File: src/rtl/ones_averager.sv
// Decimating averager: averages 2**LOG2_WINDOWS consecutive ones counts, valid/ack output.
// Optional threshold alarm enabled by defining ONES_AVERAGER_ALARM_EN.
module ones_averager #(
  parameter int NUMBER_OF_SAMPLES = 1650,
  parameter int LOG2_WINDOWS      = 3,
  localparam int OW               = $clog2(NUMBER_OF_SAMPLES + 1)
) (
  input  logic          clk,
  input  logic          rst_n,
  input  logic          enable,
  input  logic [OW-1:0] ones_in,
  input  logic          ones_ready,
  output logic [OW-1:0] avg_out,
  output logic          avg_valid,
  input  logic          avg_ack,
  output logic          overrun,
  input  logic          clear_overrun
`ifdef ONES_AVERAGER_ALARM_EN
  ,
  input  logic [OW-1:0] thr_hi,
  input  logic [OW-1:0] thr_lo,
  output logic          alarm
`endif
);

  localparam int ACCW = OW + LOG2_WINDOWS;

  localparam logic [1:0] ST_IDLE    = 2'd0;
  localparam logic [1:0] ST_DISCARD = 2'd1;
  localparam logic [1:0] ST_ACCUM   = 2'd2;

  // AVG_WINDOWS-1 is all ones in a LOG2_WINDOWS-bit counter
  localparam logic [LOG2_WINDOWS-1:0] LAST_WIN = '1;

  logic [1:0]              state;
  logic [ACCW-1:0]         acc;
  logic [LOG2_WINDOWS-1:0] win_cnt;

  logic [ACCW-1:0] sum;
  logic [OW-1:0]   result;
  logic            strobe_acc;
  logic            new_result;
  logic            drop;

  always_comb begin
    sum        = acc + {{LOG2_WINDOWS{1'b0}}, ones_in};
    result     = OW'(sum >> LOG2_WINDOWS);
    strobe_acc = enable && (state == ST_ACCUM) && ones_ready;
    new_result = strobe_acc && (win_cnt == LAST_WIN);
    drop       = new_result && avg_valid && !avg_ack;
  end

  always_ff @(posedge clk or negedge rst_n) begin
    if (!rst_n) begin
      state   <= ST_IDLE;
      acc     <= '0;
      win_cnt <= '0;
    end else if (!enable) begin
      state   <= ST_IDLE;
      acc     <= '0;
      win_cnt <= '0;
    end else begin
      case (state)
        ST_IDLE:    state <= ST_DISCARD;
        // first window after enable may be partial
        ST_DISCARD: if (ones_ready) state <= ST_ACCUM;
        ST_ACCUM: begin
          if (new_result) begin
            acc     <= '0;
            win_cnt <= '0;
          end else if (strobe_acc) begin
            acc     <= sum;
            win_cnt <= win_cnt + 1'b1;
          end
        end
        default:    state <= ST_IDLE;
      endcase
    end
  end

  always_ff @(posedge clk or negedge rst_n) begin
    if (!rst_n) begin
      avg_out   <= '0;
      avg_valid <= 1'b0;
    end else if (new_result && (!avg_valid || avg_ack)) begin
      avg_out   <= result;
      avg_valid <= 1'b1;
    end else if (avg_valid && avg_ack) begin
      avg_valid <= 1'b0;
    end
  end

  always_ff @(posedge clk or negedge rst_n) begin
    if (!rst_n)             overrun <= 1'b0;
    else if (drop)          overrun <= 1'b1;
    else if (clear_overrun) overrun <= 1'b0;
  end

`ifdef ONES_AVERAGER_ALARM_EN
  // tracks every computed average, including ones dropped by overrun
  always_ff @(posedge clk or negedge rst_n) begin
    if (!rst_n)          alarm <= 1'b0;
    else if (new_result) alarm <= (result > thr_hi) || (result < thr_lo);
  end
`endif

endmodule

File: config.mk
export PLATFORM = sky130hd
export DESIGN_NAME = ones_averager
export DESIGN_NICKNAME = d
export VERILOG_FILES = /design/src/rtl/ones_averager.sv
export SDC_FILE = /design/constraint.sdc
export NUM_CORES = 1
export LEC_CHECK = 0
export CAP_MARGIN = 20
export CORE_ASPECT_RATIO = 0.75
export CORE_MARGIN = 1
export CORE_UTILIZATION = 52
export CTS_BUF_LIST = sky130_fd_sc_hd__clkbuf_16
export CTS_CLUSTER_SIZE = 28
export DETAILED_ROUTE_END_ITERATION = 8
export PLACE_DENSITY = 0.78
export SLEW_MARGIN = 15
export SYNTH_ARGS = -nofsm -noshare
export SYNTH_HDL_FRONTEND = slang
export SYNTH_SLANG_ARGS = --single-unit
export TNS_END_PERCENT = 10
File: constraint.sdc
create_clock -name clk -period 3.25 [get_ports clk]
set_input_delay 0.8125 -clock clk [delete_from_list [all_inputs] [get_ports clk]]
set_output_delay 0.8125 -clock clk [all_outputs]
set_load 0.02 [all_outputs]
# [Word level (Yosys, flattened, before mapping)]
# Index checks and enable logic that the tools add are counted.
[word_totals] n_memories=0 latch_bits=0 mem_bits_rw=0 input_bits=17 mem_bits_ro=0 regBits=32 word_cells=45
[classes] n_shift=0 multipliers=0 order_cmp=0 add_sub_neg=2 div=0 bitwise_logic=0 muxes=15 n_reduce_logical=15 n_eq_ne=7
[op_table] operator="two-way mux 14 bit" n=4
[op_table] operator="adder 14 x 11 -> 14 bit" n=1
[op_table] operator="two-way mux 3 bit" n=4
[op_table] operator="logical AND 1 bit" n=7
[op_table] operator="case mux 2 bit (3 select lines)" n=1
[op_table] operator="two-way mux 1 bit" n=4
[op_table] operator="two-way mux 2 bit" n=2
[op_table] operator="AND reduction 2 bit" n=2
[op_table] operator="nonzero test 2 bit" n=2
[op_table] operator="adder 3 x 1 -> 3 bit, second input constant" n=1
[op_table] operator="== test 3 bit, second input constant" n=1
[op_table] operator="inequality test 3 x 1 -> 1 bit, second input constant" n=1
[op_table] operator="inequality test 3 bit, second input constant" n=1
[op_table] operator="== test 2 x 1 -> 1 bit, second input constant" n=1
[op_table] operator="== test 2 bit, second input constant" n=1
[op_table] operator="logical NOT 1 bit" n=2
[op_table] operator="logical NOT 2 bit" n=1
[op_table] operator="inequality test 2 x 1 -> 1 bit, second input constant" n=1
[op_table] operator="inequality test 2 bit, second input constant" n=1
[op_table] operator="logical OR 1 bit" n=1

# [Depth between registers and ports, before layout]
# Gate-level depths: netlist (run 1).
[depth] ltp_word=7 ltp_mapped=8

# [Worst setup path before layout (run 1)]
# OpenSTA, ideal clock, no wires.
[synth_timing] path_type="input to register" start="in ones_in[0]" end="reg avg_out[7]" t_arrival_ns=2.574 setup_time_ns=0.125 path_slack_ns=0.551 path_buffers=0 stages=8 required_ns=3.125 path_cell_list="ha_1 fa_1 a21o_1 a221oi_2 o21ai_2 a31oi_1 xnor2_1 mux2_2"
[synth_via] elab_chain_cells=1
[synth_lines] element="from (decl)" line="11" rtl="input logic [OW-1:0] ones_in,"
[synth_lines] element="adder 14 x 11 -> 14 bit" line="46" rtl="sum = acc + {{LOG2_WINDOWS{1'b0}}, ones_in};"
[synth_lines] element="to (signal assigned)" line="86" rtl="avg_out <= result;"
[synth_lines] element="to (decl)" line="13" rtl="output logic [OW-1:0] avg_out,"
# No other way between the ends.
# A chain may end at the register's enable or synchronous reset.

# [Final worst setup path (run 1)]
# Ends and elaborated chain as after synthesis.

==> results by group, run 1 <==
Run status
  – Status: finished, final reports clean

Place
  – RD Place Congestion: ~0.77
  – Dpl hpwl: 2490 um
  – Placed insts: ~220
  – Port bufs: 29
  – DP Area: approximately 2100 um2

Synthesis
  – Sequential area share after synthesis: between 40% and 50%
  – Mapped Cells: approximately 160
  – Ys async rst share: 100%
  – Syn_area_per_cell: ~11 um2
  – Syn. warnings: 0
  – Netlist cell types: 40
  – Post-synth EDFFs: 0
  – Syn Nets: between 150 and 200
  – Synth Cell Area: about 1700 um2
  – Predominant post-synthesis flop cell: dfrtp_1
  – Synthesis-stage register bit count: 32

Clocking
  – Skew-Pair Late Insertion Delay: ~270 ps
  – CTS resizes: 0
  – Post-CTS setup buffer count: 0
  – Max clock buf depth: 2
  – Clock sink count: 32
  – Hold buffers post-CTS: 0
  – CTS tree: yes
  – H-tree Lvls: 2
  – Root buffer cell: clkbuf_16
  – Total CTS buffers: 5
  – CTS clk-pin slew, worst paths: 50 ps

Worst setup path
  – Worst path cell trace: clkdlybuf4s50_1, ha_1, fa_1, a21o_1, a221oi_2, o21ai_2, a31oi_1, xnor2_1, mux2_2
  – Worst r2r path cells: 8
  – Worst Path Max Fanout: 3
  – CP top delay family: compound AO/OA/AOI/OAI gates
  – Worst EP arrival: approximately 3200 ps
  – WP buf/inv: 1
  – Worst Setup End Kind: register
  – Setup crit start kind: primary input
  – Reg-to-Reg End: avg_out[7]$_DFFE_PN0P_
  – Crit. Startpoint: ones_in[0]
  – Worst path depth: 9
  – CP Class: in2reg
  – Required @ worst endpoint: around 3400 ps
  – Reg-to-reg startpoint: acc[0]$_DFFE_PN0P_
  – Slowest cell on the critical path: clkdlybuf4s50_1
  – Crit-path max cell delay: around 410 ps
  – R2R setup slack: around 800 ps

Floorplanning
  – Die height: approximately 52 um
  – Die area: roughly 3600 um2
  – Initial Utilization: between 50% and 60%
  – Placeable Area: ~3100 um2
  – Row cnt: 17
  – IO Count: 30
  – Die width: 68.7 um

Detailed routing
  – Total length of routed wires: 3630 um
  – Number of routed nets with antenna violations: 0
  – Routed via count: 1308
  – DRC violations left: 0
  – Pre-antenna DRT Iters: 4
  – DR vias/cell: between 5 and 6
  – Number of DRC markers in iteration 0: between 70 and 80
  – Post-DR wirelength/cell: about 16 um

GRT
  – Overflow after GRT: 0
  – M3 GR Usage: 7.89%
  – Largest net degree at the start of global routing: 33
  – Met2 global-route usage: 39.4%
  – Vias in the first global route: about 1300
  – Global-route usage over all layers: approximately a quarter
  – Most Used Layer, Global Route: met2
  – First-pass GRT wire length: slightly above 6000 um
  – Met1 Use GR: between 30% and 40%
  – Initial antenna violation count: 0

Power
  – Power density cells: around 420 nW/um2
  – Leakage Power: approximately 1.1 nW
  – VDD IR-drop max: 0.303 mV
  – Total power: 934 uW

Layout
  – Commonest non-fill, non-tap cell in the layout: dfrtp_1
  – Commonest cells after routing, fill and taps aside: 32 x dfrtp_1, 29 x clkdlybuf4s50_1, 13 x nand2_1, 13 x ha_1, 12 x a22o_1
  – Inserted Diodes: 0
  – Final layout net count: approximately 220
  – Final Non-Filler Cells: approximately 230
  – Area delta synth->final: 28.7%
  – Layout cell share with drive strength beyond 1: between 10% and 20%
  – Fin area: 2230 um2

Min path
  – Hold Crit Endpoint: avg_out[8]$_DFFE_PN0P_
  – Cells on Worst Hold Path: 2
  – Hold WC Path Type: reg2reg
  – Hold Path Origin: avg_out[8]$_DFFE_PN0P_

Timing
  – Fmax: approximately 330 MHz
  – Setup violations, final: 0
  – Worst Max-Slew Pin Slew: 598 ps
  – Min Tclk post-route: about 3000 ps
  – RSZ-0062 raised after global routing: no
  – Hold Slack: ~500 ps
  – Final Hold Vio Count: 0
  – Fin crit share: 92.9%
  – Fin. max-slew vios: 0
  – Setup Skew: around 4 ps
  – Worst rel slew slack: 60.1%

Run
  – Max-cap check violation count: 0
metrics by stage:
stage                     util (%)  setup WS (ps)  TNS (ps)
after floorplan                  -            551         0
after detailed placement      68.3          -18.0     -18.0
after global placement        68.3           61.6         0
final                         72.9            230         0
after global routing          72.9            125         0
after CTS                     72.9            252         0
cells by family after synthesis:
family / share of synthesized area (%)
buffers and inverters: 2.02
DFF: 46.2
AOI/OAI and AO/OA: 19.7
and+or+nand+nor: 10.2
xor gates and xnor gates: 5.56
muxes: 5.84
adders and majority gates: 10.5
tightest hold or removal path: cells and delay by family, from the launching register on:
family | cells | cell delay, ps
flip-flops | 1 | 340
AO/OA/AOI/OAI | 1 | 70
AND/OR/NAND/NOR | 1 | 50
where the power goes:
part	leakage [nW]	internal, mW	switching [mW]
sequential	0.444	0.405	0.00406
combinational	0.559	0.0426	0.0473
clock	0.0710	0.277	0.158
total	1.07	0.724	0.209
sequential cells by signal, indices dropped and copies added (netlist names):
register	flops
avg_valid	1
avg_out	11
state	2
acc	14
overrun	1
win_cnt	3
routing by layer:
| metal | vias up | routed length, um |
|---|---|---|
| met5 | - | 0 |
| met4 | 0 | 30 |
| met3 | 4 | 136 |
| met2 | 21 | 1680 |
| met1 | 637 | 1780 |
| li1 | 646 | - |
area by class of cell:
| type | instances | area [um2] |
|---|---|---|
| fillers | 242 | 831 |
| well taps | 38 | 47.5 |
| flip-flops and latches | 32 | 801 |
| multi-input cells | 115 | 898 |
| repair buffers | 34 | 328 |
| inverters | 5 | 18.8 |
| clock inverters | 3 | 13.8 |
| clock buffers | 5 | 125 |
synth_stat cells, types with 2 or more instances:
master	n	share of area [%]
a21o_1	4	1.7
a21oi_1	7	2.0
a22o_1	12	6.1
a31o_2	2	1.0
a31oi_1	2	0.72
clkbuf_1	3	0.65
dfrtp_1	32	46
ha_1	13	9.4
inv_1	5	1.1
mux2_2	9	5.8
nand2_1	13	2.8
nand2b_1	2	0.72
nand3_1	5	1.4
nor2_1	6	1.3
nor2b_1	2	0.72
o211ai_1	2	0.87
o21ai_0	5	1.4
xnor2_1	6	3.0
xor2_1	5	2.5
worst max path at each step:
stage	endpoint	slack, ps
after CTS	avg_out[7]$_DFFE_PN0P_	250
after floorplan	avg_out[7]$_DFFE_PN0P_	550
final	avg_out[7]$_DFFE_PN0P_	230
after detailed placement	avg_out[7]$_DFFE_PN0P_	-20
after global routing	avg_out[7]$_DFFE_PN0P_	130
after global placement	avg_out[7]$_DFFE_PN0P_	60
Note: power is estimated with default switching activity, not from simulation.
==> inputs of run 2 (changes only) <==
--- a/config.mk
+++ b/config.mk
@@ -8,11 +8,11 @@
 export CAP_MARGIN = 20
 export CORE_ASPECT_RATIO = 0.75
 export CORE_MARGIN = 1
-export CORE_UTILIZATION = 52
+export CORE_UTILIZATION = 35
 export CTS_BUF_LIST = sky130_fd_sc_hd__clkbuf_16
 export CTS_CLUSTER_SIZE = 28
 export DETAILED_ROUTE_END_ITERATION = 8
-export PLACE_DENSITY = 0.78
+export PLACE_DENSITY = 0.56
 export SLEW_MARGIN = 15
 export SYNTH_ARGS = -nofsm -noshare
 export SYNTH_HDL_FRONTEND = slang
==> run 2 against run 1 <==
Net effect: worst hold slack lost 11 ps; final cell count grew 8.6%; wire length grew 7.5%; clock power grew 2%; design area grew 1.4%; critical endpoint unchanged; largest cell class unchanged; largest power group unchanged.
==> results by group, run 2 (same netlist as run 1, synthesis figures left out) <==
Floorplanning
  – Die width: roughly 83 um
  – Die area: between 5000 and 6000 um2
  – Initial Utilization: between 30% and 40%
  – Row cnt: 21
  – IO Count: 30
  – Placeable Area: around 4600 um2
  – Die height: approximately 63 um

Worst setup path
  – WP buf/inv: 1
  – CP Class: in2reg
  – CP top delay family: compound AO/OA/AOI/OAI gates
  – Worst EP arrival: roughly 3100 ps
  – Setup crit start kind: primary input
  – Worst Setup End Kind: register
  – Worst Path Max Fanout: 3
  – Required @ worst endpoint: between 3000 and 4000 ps
  – Crit-path max cell delay: ~420 ps
  – Worst path cell trace: clkdlybuf4s50_1, ha_1, fa_1, a21o_1, a221oi_2, o21ai_2, a31oi_1, xnor2_1, mux2_2
  – Slowest cell on the critical path: clkdlybuf4s50_1
  – R2R setup slack: ~900 ps

Timing
  – Setup Skew: about 5.3 ps
  – Setup violations, final: 0
  – Final Hold Vio Count: 0
  – Worst rel slew slack: just under 60%
  – RSZ-0062 raised after global routing: no
  – Fin crit share: about nine tenths
  – Min Tclk post-route: just under 3000 ps
  – Fin. max-slew vios: 0
  – Hold Slack: ~490 ps
  – Fin Setup TNS: 0 ps
  – Worst Max-Slew Pin Slew: approximately 600 ps
  – Fmax: between 300 and 400 MHz

GRT
  – First-pass GRT wire length: roughly 6700 um
  – Global-route usage over all layers: about 16%
  – Overflow after GRT: 0
  – Largest net degree at the start of global routing: 33
  – Initial antenna violation count: 0
  – Vias in the first global route: roughly 1400

Place
  – Placed insts: roughly 240
  – Port bufs: 29
  – RD Place Congestion: approximately 0.85
  – Dpl hpwl: between 2000 and 3000 um

Layout
  – Area delta synth->final: 30.5%
  – Inserted Diodes: 0
  – Final Non-Filler Cells: approximately 250
  – Largest Register: acc
  – Layout cell share with drive strength beyond 1: between 10% and 20%
  – Final layout net count: approximately 230
  – Regs by FF count: acc (14), avg_out (11), win_cnt (3)
  – Commonest cells after routing, fill and taps aside: 32 x dfrtp_1, 29 x clkdlybuf4s50_1, 13 x nand2_1, 13 x ha_1, 12 x a22o_1
  – Util after Layout: a little under 50%
  – Commonest non-fill, non-tap cell in the layout: dfrtp_1
  – Fillers: around 440
  – Largest register FFs: 14

Detailed routing
  – Pre-antenna DRT Iters: 4
  – Post-DR wirelength/cell: around 15 um
  – Total length of routed wires: 3900 um
  – Number of DRC markers in iteration 0: 75
  – DR vias/cell: around 5.3
  – Number of routed nets with antenna violations: 0
  – DRC violations left: 0
  – Routed via count: approximately 1300

Run
  – Max-cap check violation count: 0

Clocking
  – H-tree Lvls: 2
  – Post-CTS setup buffer count: 0
  – CTS clk-pin slew, worst paths: roughly 50 ps
  – Root buffer cell: clkbuf_16
  – Hold buffers post-CTS: 0
  – Clock sink count: 32
  – Max clock buf depth: 2
  – CTS resizes: 0
  – Skew-Pair Late Insertion Delay: 280 ps
  – CTS tree: yes
  – Total CTS buffers: 5

Power
  – Clock power share: between 40% and 50%
  – VDD IR-drop max: around 0.28 mV
  – Seq pwr share: 43.3%
  – Combinational share of power: a little under a tenth
  – P_int: ~720 uW
  – Sw Pwr: ~220 uW
  – Sw Ratio: 23.2%
  – Power density cells: 417 nW/um2
  – Leakage Power: around 1.1 nW

Run status
  – Status: finished, final reports clean

Min path
  – Hold WC Path Type: reg2reg
==> run 2: cell count changes in the layout (fill, tap and decap cells not counted), sizes merged <==
cell  delta
buf      +1
==> run 2: area by class of cell <==
type	count	area, um2	area share, %
multi-input cells	115	898	39.7
flip-flops and latches	32	801	35.4
repair buffers	35	335	14.8
clock buffers	5	125	5.53
well taps	57	71.3	3.15
inverters	5	18.8	0.829
clock inverters	3	13.8	0.608
==> run 2: worst register-to-register path, delay by kind of cell, from the launching register on <==
family                     cells  cell delay [ps]
AOI/OAI and AO/OA              4              870
adders and majority gates      2              610
DFF                            1              380
muxes                          1              260
xor gates and xnor gates       1              110
==> run 2: power by group through the flow <==
stage / sequential (mW) / clock (mW) / combinational [mW]
5_1_grt: 0.409 / 0.473 / 0.100
4_1_cts: 0.408 / 0.457 / 0.0921
3_3_place_gp: 0.415 / 0 / 0.0870
6_report: 0.408 / 0.445 / 0.0906
2_1_floorplan: 0.414 / 0 / 0.0472
3_5_place_dp: 0.415 / 0 / 0.0908
==> run 2: final timing paths <==
kind / start / endpoint / depth (start not counted)
max: ones_in[0] / avg_out[7]$_DFFE_PN0P_ / 9
min: avg_out[9]$_DFFE_PN0P_ / avg_out[9]$_DFFE_PN0P_ / 2
max reg2reg: acc[0]$_DFFE_PN0P_ / avg_out[7]$_DFFE_PN0P_ / 8
min reg2reg: avg_out[9]$_DFFE_PN0P_ / avg_out[9]$_DFFE_PN0P_ / 2
max in group asynchronous: rst_n / acc[6]$_DFFE_PN0P_ / 2
min in group asynchronous: rst_n / avg_valid$_DFFE_PN0P_ / 2
==> run 2: per-stage QoR <==
step / area (um2) / setup WS [ps] / power, mW
2_1_floorplan: 1730 / 551 / 0.461
3_3_place_gp: 2120 / 39.6 / 0.502
3_5_place_dp: 2120 / 9.10 / 0.506
4_1_cts: 2260 / 298 / 0.957
5_1_grt: 2260 / 173 / 0.982
6_report: 2260 / 299 / 0.944
==> run 2: per-layer routing <==
| layer | up-vias | GRT usage (%) | part of all wire (%) |
|---|---|---|---|
| met4 | 0 | 6.47 | 1.3 |
| met3 | 5 | 4.76 | 4.3 |
| met2 | 25 | 25.9 | 47 |
| li1 | 649 | - | - |
| met1 | 666 | 21.0 | 47 |
| met5 | - | 0 | 0 |
==> inputs of run 3 (changes only) <==
==> constraint.sdc (replaced) <==
create_clock -name clk -period 3.25 [get_ports clk]
set_input_delay 0.65 -clock clk [delete_from_list [all_inputs] [get_ports clk]]
set_output_delay 0.65 -clock clk [all_outputs]
set_load 0.02 [all_outputs]
==> run 3 against run 2 <==
Net effect: sequential power about the same; flip-flop and latch count unchanged; critical path depth unchanged; first-iteration DRC count decreased by 21%; count of clock-buffer cells in the layout unchanged; design area decreased by 0.55%; clock power decreased by 2%; clock skew increased by 0.61 ps; die area unchanged; core utilization decreased by 0.27 points; setup slack improved by 98 ps; combinational power decreased by 1%.
==> results by group, run 3 (same netlist as run 1, synthesis figures left out) <==
Layout
  – Layout cell share with drive strength beyond 1: 14.5%
  – Area delta synth->final: 29.8%
  – Fillers: between 400 and 500
  – Multi-input logic area: 898 um2
  – Inserted Diodes: 0
  – Final layout net count: roughly 220
  – Reg area: between 800 and 900 um2
  – Final Non-Filler Cells: between 200 and 300
  – Commonest cells after routing, fill and taps aside: 32 x dfrtp_1, 29 x clkdlybuf4s50_1, 13 x nand2_1, 13 x ha_1, 12 x a22o_1
  – Commonest non-fill, non-tap cell in the layout: dfrtp_1
  – Regs by FF count: acc (14), avg_out (11), win_cnt (3)
  – Largest Register: acc
  – Largest register FFs: 14

Worst setup path
  – Reg-to-Reg End: avg_out[7]$_DFFE_PN0P_
  – R2R setup slack: ~800 ps
  – Crit-path max cell delay: around 400 ps
  – Worst EP arrival: about 3000 ps
  – Worst Path Max Fanout: 3
  – Worst Setup End Kind: register
  – Required @ worst endpoint: between 3000 and 4000 ps
  – CP Class: in2reg
  – Worst r2r path cells: 8
  – Slowest cell on the critical path: clkdlybuf4s50_1
  – Crit. Startpoint: ones_in[0]
  – Worst path cell trace: clkdlybuf4s50_1, ha_1, fa_1, a21o_1, a221oi_2, o21ai_2, a31oi_1, xnor2_1, mux2_2
  – Reg-to-reg startpoint: acc[0]$_DFFE_PN0P_
  – Setup crit start kind: primary input
  – End of the critical path: avg_out[7]$_DFFE_PN0P_

Detailed routing
  – Post-DR wirelength/cell: around 15 um
  – Total length of routed wires: about 3700 um
  – Routed via count: ~1400
  – Pre-antenna DRT Iters: 4
  – Number of DRC markers in iteration 0: just under 60
  – DRC violations left: 0
  – Number of routed nets with antenna violations: 0
  – DR vias/cell: approximately 5.4

Power
  – VDD IR-drop max: ~0.25 mV
  – Leakage Power: about 1.1 nW
  – Power density cells: a little over 400 nW/um2

Timing
  – Fin. max-slew vios: 0
  – Worst rel slew slack: ~71%
  – Hold Slack: ~480 ps
  – Fin crit share: roughly 88%
  – Fmax: about 350 MHz
  – Min Tclk post-route: about 2900 ps
  – Setup violations, final: 0
  – Fin Setup TNS: 0 ps
  – Setup slack after layout: just under 400 ps
  – RSZ-0062 raised after global routing: no
  – Setup Skew: approximately 6 ps
  – Worst Max-Slew Pin Slew: 428 ps
  – Final Hold Vio Count: 0

Floorplanning
  – Die height: between 60 and 70 um
  – Initial Utilization: between 30% and 40%
  – Die area: about 5200 um2
  – Die width: approximately 83 um
  – IO Count: 30
  – Row cnt: 21
  – Placeable Area: approximately 4600 um2

Clocking
  – CTS tree: yes
  – Post-CTS setup buffer count: 0
  – Clock sink count: 32
  – Hold buffers post-CTS: 0
  – H-tree Lvls: 2
  – Skew-Pair Late Insertion Delay: roughly 280 ps
  – Max clock buf depth: 2
  – CTS resizes: 0
  – Total CTS buffers: 5
  – CTS clk-pin slew, worst paths: ~50 ps
  – Root buffer cell: clkbuf_16

Place
  – RD Place Congestion: 0.849
  – Placed insts: roughly 240
  – Port bufs: 29
  – Pre-CTS WS: roughly 110 ps
  – Dpl hpwl: about 2600 um

GRT
  – Global-route usage over all layers: 16.0%
  – Overflow after GRT: 0
  – Vias in the first global route: 1385
  – Initial antenna violation count: 0
  – First-pass GRT wire length: roughly 6500 um
  – Largest net degree at the start of global routing: 33

Run status
  – Status: finished, final reports clean

Run
  – Max-cap check violation count: 0

Min path
  – Hold WC Path Type: reg2reg
-- run 3: routing by layer --
metal  GRT usage (%)  up-vias  routed length, um
li1                -      650                  -
met3            6.08        6                220
met5               0        -                  0
met1            20.5      667               1820
met4            6.68        0                 53
met2            24.2       28               1610
-- run 3: worst min path at each step --
stage / start / slack (ps) / endpoint / depth (start not counted)
finish: avg_out[8]$_DFFE_PN0P_ / 480 / avg_out[8]$_DFFE_PN0P_ / 2
global route: avg_out[7]$_DFFE_PN0P_ / 510 / avg_out[7]$_DFFE_PN0P_ / 1
CTS: avg_out[8]$_DFFE_PN0P_ / 490 / avg_out[8]$_DFFE_PN0P_ / 2
detailed placement: avg_out[8]$_DFFE_PN0P_ / 480 / avg_out[8]$_DFFE_PN0P_ / 2
global placement: avg_out[8]$_DFFE_PN0P_ / 470 / avg_out[8]$_DFFE_PN0P_ / 2
floorplan: rst_n / 350 / acc[0]$_DFFE_PN0P_ / 0
-- run 3: final cells by class --
class | instances | share of cell area, %
multi-input cells | 115 | 39.9
well taps | 57 | 3.17
clock buffers | 5 | 5.56
flip-flops and latches | 32 | 35.6
inverters | 5 | 0.834
clock inverters | 2 | 0.389
repair buffers | 34 | 14.6
-- run 3: stage by stage --
| stage | cell area (um2) | power (mW) | util [%] |
|---|---|---|---|
| finish | 2250 | 0.934 | 49.0 |
| global route | 2250 | 0.974 | 49.0 |
| CTS | 2250 | 0.943 | 49.0 |
| detailed placement | 2120 | 0.504 | 46.0 |
| global placement | 2120 | 0.502 | 46.0 |
| floorplan | 1730 | 0.461 | - |
-- run 3: worst max-delay path: cells and delay by family --
family	cells	cell delay (ps)
buffers and inverters	1	410
xor gates and xnor gates	1	110
adders and majority gates	2	630
muxes	1	260
AOI/OAI and AO/OA	4	940
-- run 3: where the power goes --
| group | internal (mW) | switching, mW | total (mW) | leakage [nW] |
|---|---|---|---|---|
| clock | 0.275 | 0.162 | 0.436 | 0.0709 |
| sequential | 0.405 | 0.00375 | 0.408 | 0.444 |
| combinational | 0.0424 | 0.0471 | 0.0895 | 0.561 |
